$ cat src/rtl/thread_pc_scheduler.sv
`default_nettype none
// ============================================================================
// Module   : thread_pc_scheduler
// Brief    : Barrel-thread round-robin issue with a per-thread PC table and
//            execute-stage redirects; registered PC/TID drive the I-BRAM.
// Revision : 1.0 - initial release
// ============================================================================
module thread_pc_scheduler #(
  parameter int                    NUM_THREADS  = 32,
  parameter int                    ADDR_WIDTH   = 12,
  parameter logic [ADDR_WIDTH-1:0] STARTUP_ADDR = '0,
  parameter int                    TID_WIDTH    = $clog2(NUM_THREADS)
) (
  input  logic                   clk,
  input  logic                   reset,
  input  logic                   i_stall,
  input  logic [NUM_THREADS-1:0] i_thread_en,
  input  logic                   i_redirect_valid,
  input  logic [TID_WIDTH-1:0]   i_redirect_tid,
  input  logic [ADDR_WIDTH-1:0]  i_redirect_pc,
  output logic                   o_valid,
  output logic [TID_WIDTH-1:0]   o_tid,
  output logic [ADDR_WIDTH-1:0]  o_pc
);

  localparam logic [TID_WIDTH-1:0] c_last_tid = TID_WIDTH'(NUM_THREADS - 1);

  logic [ADDR_WIDTH-1:0] r_pc_table [NUM_THREADS];
  logic [TID_WIDTH-1:0]  r_tid;
  logic                  r_valid;
  logic [TID_WIDTH-1:0]  r_out_tid;
  logic [ADDR_WIDTH-1:0] r_out_pc;

  logic                  w_redirect_cur;
  logic [ADDR_WIDTH-1:0] w_sel_pc;
  logic [ADDR_WIDTH-1:0] w_sel_pc_inc;
  logic                  w_cur_en;

  // A redirect aimed at the thread being issued right now bypasses the table.
  assign w_redirect_cur = i_redirect_valid && (i_redirect_tid == r_tid);
  assign w_sel_pc       = w_redirect_cur ? i_redirect_pc : r_pc_table[r_tid];
  assign w_sel_pc_inc   = w_sel_pc + ADDR_WIDTH'(1);
  assign w_cur_en       = i_thread_en[r_tid];

  // Out-of-range redirect TIDs match no entry and are dropped naturally.
  for (genvar t = 0; t < NUM_THREADS; t++) begin : g_pc_entry
    logic w_issue_here;
    logic w_redirect_here;

    assign w_issue_here    = !i_stall && (r_tid == TID_WIDTH'(t));
    assign w_redirect_here = i_redirect_valid && (i_redirect_tid == TID_WIDTH'(t));

    always_ff @(posedge clk) begin
      if (reset) begin
        r_pc_table[t] <= STARTUP_ADDR;
      end else if (w_issue_here) begin
        r_pc_table[t] <= i_thread_en[t] ? w_sel_pc_inc : w_sel_pc;
      end else if (w_redirect_here) begin
        r_pc_table[t] <= i_redirect_pc;
      end
    end
  end

  always_ff @(posedge clk) begin
    if (reset) begin
      r_tid     <= '0;
      r_valid   <= 1'b0;
      r_out_tid <= '0;
      r_out_pc  <= '0;
    end else if (i_stall) begin
      r_valid   <= 1'b0;
    end else begin
      r_tid     <= (r_tid == c_last_tid) ? '0 : r_tid + TID_WIDTH'(1);
      r_valid   <= w_cur_en;
      r_out_tid <= r_tid;
      r_out_pc  <= w_sel_pc;
    end
  end

  assign o_valid = r_valid;
  assign o_tid   = r_out_tid;
  assign o_pc    = r_out_pc;

endmodule
`default_nettype wire
$ cat config.mk
export PLATFORM = sky130hd
export DESIGN_NAME = thread_pc_scheduler
export DESIGN_NICKNAME = d
export VERILOG_FILES = /design/src/rtl/thread_pc_scheduler.sv
export SDC_FILE = /design/constraint.sdc
export NUM_CORES = 1
export LEC_CHECK = 0
export CORE_MARGIN = 1.5
export CORE_UTILIZATION = 58
export CTS_CLUSTER_SIZE = 24
export DETAILED_ROUTE_END_ITERATION = 10
export GPL_ROUTABILITY_DRIVEN = 0
export PLACE_DENSITY_LB_ADDON = 0.2
export SLEW_MARGIN = 30
export SYNTH_ARGS = -nofsm -noshare
export SYNTH_HDL_FRONTEND = slang
export SYNTH_SLANG_ARGS = --single-unit
$ cat constraint.sdc
create_clock -name clk -period 9.6 [get_ports clk]
set_input_delay 1.92 -clock clk [delete_from_list [all_inputs] [get_ports clk]]
set_output_delay 1.92 -clock clk [all_outputs]
set_load 0.01 [all_outputs]
# Word-level counts from Yosys, hierarchy flattened
# Memories as Yosys holds them, arrays and structs flattened. A register that Yosys moved wholly into a read port is not among the register bits.
# Cells that the tools add are included.
dict set report op_classes {
  n_addsub 2
  n_lt_le_gt_ge 1
  n_eq_ne 63
  n_mux 328
  n_bitwise 64
  n_reduce_logical 69
}
# cell count
set ops {}
lappend ops {{$mux W12} 97}
lappend ops {{$mux W1} 227}
lappend ops {{$eq A5 B5 Y1 const B} 32}
lappend ops {{$eq A5 B4 Y1 const B} 16}
lappend ops {{$logic_and A1 B1 Y1} 65}
lappend ops {{$or A1 B1 Y1} 64}
lappend ops {{$eq A5 B3 Y1 const B} 8}
lappend ops {{$eq A5 B2 Y1 const B} 4}
lappend ops {{$mux W5} 3}
lappend ops {{$add A12 B1 Y12 const B} 1}
lappend ops {{$eq A5 B1 Y1 const B} 2}
lappend ops {{$logic_not A5 Y1} 2}
lappend ops {{$lt A5 B6 Y1 const B} 1}
lappend ops {{$add A5 B1 Y5 const B} 1}
lappend ops {{$bmux W1 S5} 1}
lappend ops {{$eq A5 B5 Y1} 1}
lappend ops {{$reduce_or A2 Y1} 1}
lappend ops {{$logic_not A1 Y1} 1}
dict set report totals {
  reg_bits 23
  ramBits 384
  input_bits 53
  word_cells 532
  mem_count 1
}
# memory depth word_bits read_ports rd_clocked_by_memory_dff wr line
set mem_list {}
lappend mem_list {r_pc_table 32 12 1 1 32 28} ;# logic [ADDR_WIDTH-1:0] r_pc_table [NUM_THREADS];

# Depth between registers and ports, before layout
dict set report logic_depth {
  word_depth 7
  depth_mapped 22
  mapped_depth_nobuf 12
}

# Worst setup path before layout
# Ideal clock, no wire load.
dict set report synth_path {
  path_type {input to register}
  start {in i_redirect_tid[0]}
  end {mem r_pc_table[18][10], data pin}
  t_arrival_ns 5.175
  required_time_ns 9.344
  setup_slack_ns 4.169
  stages 18
  n_path_buf 7
  path_cell_list {clkbuf_1 > xnor2_1 > nand4_1 > nor2_1 > buf_2 > a21oi_1 > buf_4 > inv_2 > buf_2 > ha_1 > clkbuf_1 > and3_1 > nor3b_2 > buf_4 > buf_6 > nand3_1 > xor2_1 > a22o_1}
}
# item line
set synth_rtl {}
lappend synth_rtl {{start, declared} 19} ;# input logic [TID_WIDTH-1:0] i_redirect_tid,
lappend synth_rtl {{end, declared} 28}

==> metrics.txt <==
status complete, no violations; async set-or-reset flop fraction in the synthesized netlist 0; drc violations 0; Placeable Area between 40000 and 50000 um2; IO buf count 70; post-CTS setup buffers 0; initial antenna violation count 5; placed cell count roughly 3100; area growth from synthesis to layout 8.73%; Fmax 162 MHz; hold crit path type reg2reg; post-route cell area approximately 30000 um2; synthesized instance count about 2600; Synth Register Bits slightly above 400; # clock sinks 412; normalized max-slew margin 0.305; # setup viols final 0; Post-layout nets between 2000 and 3000; DRT Pass-1 Iters 9; crit path capture r_pc_table[25][8]; DP Area 27800 um2; final setup margin about 3400 ps; Max VDD drop 156 uV; CTS Root Cell clkbuf_16; die area between 40000 and 50000 um2; Critical path origin i_redirect_tid[2]; reg-to-reg endpoint r_pc_table[24][9]; CTS resizes 0; Initial Util 0.590; synth warn 0; Seq/Total Area, Yosys 0.450; Max Slew Vio Count 0; WS Path Type in2reg; RSZ-0062 raised after global routing false; largest net degree at the start of global routing 93; ys flop type edfxtp_1; fin crit share 0.641; Die H 218 um; Final HPWL DP approximately 60 mm; Avg Inst Size Synth between 10 and 15 um2; Cell variety after synth 65; grt ovf 0; Crit path arrival time between 6000 and 7000 ps; Cell Area, Synth roughly 27000 um2; Num CTS Buffers 44; crit end category register; H-Tree Depth 2; final cell count without fillers between 3000 and 4000; syn_nets about 2700; worst-path fanout max 64; Routed Antenna Nets 0; setup TNS 0 ps; Reg2Reg Setup Slack ~3600 ps; EDFF count, synth between 300 and 400; share of cells above drive strength 1 0.125; Tot GR Track Use 0.408; Hold Buf Count CTS 0; Via Count ~22000; Rows 78; first-pass GRT wire length 141 mm; Worst-path clk slew 60 ps; wire per inst between 30 and 40 um; pre-CTS setup slack between 3000 and 4000 ps; PD cells around 160 nW/um2; Final min period a little over 6000 ps; First DRT Iteration DRCs approximately 3700; final wirelength around 97 mm; Fin. Hold Viols 0; worst-case clock buffer depth 3; CTS tree done; width of the die 218 um; post-DR vias/cell 7.11; slew of the pin with the lowest slew margin ~1000 ps; max-cap violations 0; Ports 71; Clk Latency, worst-skew pair approximately 600 ps; vias in the first global route about 21000; reg2reg path depth 12; critical path startpoint category input port; Layout Skew 11.0 ps; CP required around 9900 ps; Leak 9.13 nW
cell usage in the layout, fill, tap and decap left out, types with 16 or more instances in the layout:
| cell | n |
|---|---|
| nand2_1 | 416 |
| edfxtp_1 | 384 |
| xnor2_1 | 231 |
| a22o_1 | 195 |
| o21ai_0 | 146 |
| xor2_1 | 128 |
| nor2_1 | 116 |
| nand4_1 | 98 |
| buf_4 | 95 |
| o21ai_1 | 79 |
| mux4_2 | 75 |
| mux2i_1 | 72 |
| nand3_1 | 69 |
| clkdlybuf4s50_1 | 61 |
| clkbuf_16 | 45 |
| a21oi_1 | 44 |
| nor3_1 | 36 |
| dfxtp_1 | 25 |
| a22oi_1 | 23 |
| or3_1 | 17 |
| nand2b_1 | 16 |
through the flow:
stage	power, W	util	hold WS, ps
2_1_floorplan	0.00275	-	486
3_3_place_gp	0.00302	0.608	452
3_5_place_dp	0.00306	0.610	462
4_1_cts	0.00470	0.640	477
5_1_grt	0.00484	0.642	501
6_report	0.00476	0.642	479
cell families after synthesis:
logic type | after synthesis | synth area share
simple gates | 835 | 0.142
compound gates | 532 | 0.135
flops | 412 | 0.450
xor+xnor | 359 | 0.117
buf+inv | 329 | 0.0579
mux | 160 | 0.0955
fa+ha+maj | 7 | 0.00326
worst min path at each step:
stage | slack [ps] | to | cells past startpoint | startpoint
global route | 500 | o_pc[2] | 2 | o_pc[2]
finish | 480 | o_pc[3] | 2 | o_pc[3]
floorplan | 490 | o_pc[7] | 2 | o_pc[7]
detailed placement | 460 | o_pc[2] | 2 | o_pc[2]
global placement | 450 | o_pc[3] | 2 | o_pc[3]
CTS | 480 | o_pc[2] | 2 | o_pc[2]
registers in the layout, summed over array words and instances (netlist names), named ones only:
| register | count |
|---|---|
| o_pc | 12 |
| o_valid | 1 |
| r_pc_table | 384 |
| o_tid | 5 |
| r_tid | 5 |
per-layer routing:
layer / up-vias / part of all wire / track usage
met5: - / 0.00074 / 0
met2: 2000 / 0.43 / 0.592
met1: 10700 / 0.34 / 0.536
met4: 6 / 0.062 / 0.234
met3: 436 / 0.16 / 0.133
li1: 9325 / - / -
power by group:
group | switching [W] | internal [W]
Sequential | 0.0000456 | 0.00205
Combinational | 0.000638 | 0.000335
Clock | 0.000734 | 0.000949
cell type report:
type | instances | area [um2]
multi-input cells | 1893 | 13500
flip-flops and latches | 412 | 12100
inverters | 10 | 37.5
fillers | 3430 | 16300
repair buffers | 169 | 1440
well taps | 600 | 751
clock inverters | 16 | 124
clock buffers | 62 | 1240
diodes | 1 | 2.50
cell usage after synthesis, types with 12 or more instances:
cell type	n	area [um2]
a21oi_1	45	225
a22o_1	195	1710
a22oi_1	24	180
buf_1	46	173
buf_2	63	315
buf_4	28	210
clkbuf_1	167	627
dfxtp_1	28	561
edfxtp_1	384	11500
mux2_2	12	135
mux2i_1	72	721
mux4_2	75	1690
nand2_1	416	1560
nand2b_1	17	106
nand3_1	69	345
nand4_1	98	613
nor2_1	117	439
nor2b_1	16	100
nor3_1	55	275
o21ai_0	161	806
o21ai_1	67	335
or3_1	17	106
xnor2_1	231	2020
xor2_1	128	1120
worst max-delay path, cell delays in order:
cell and delay [ps]:
clkdlybuf4s50_1 620, xnor2_1 220, nand4_1 220, nor2_1 70, buf_4 220, nor4_1 430
a21oi_4 210, buf_8 260, inv_2 400, ha_1 260, and3_2 190, buf_4 620
nand4_1 240, xor2_1 210, a22o_1 220
Note: power is estimated with default switching activity, not from simulation.
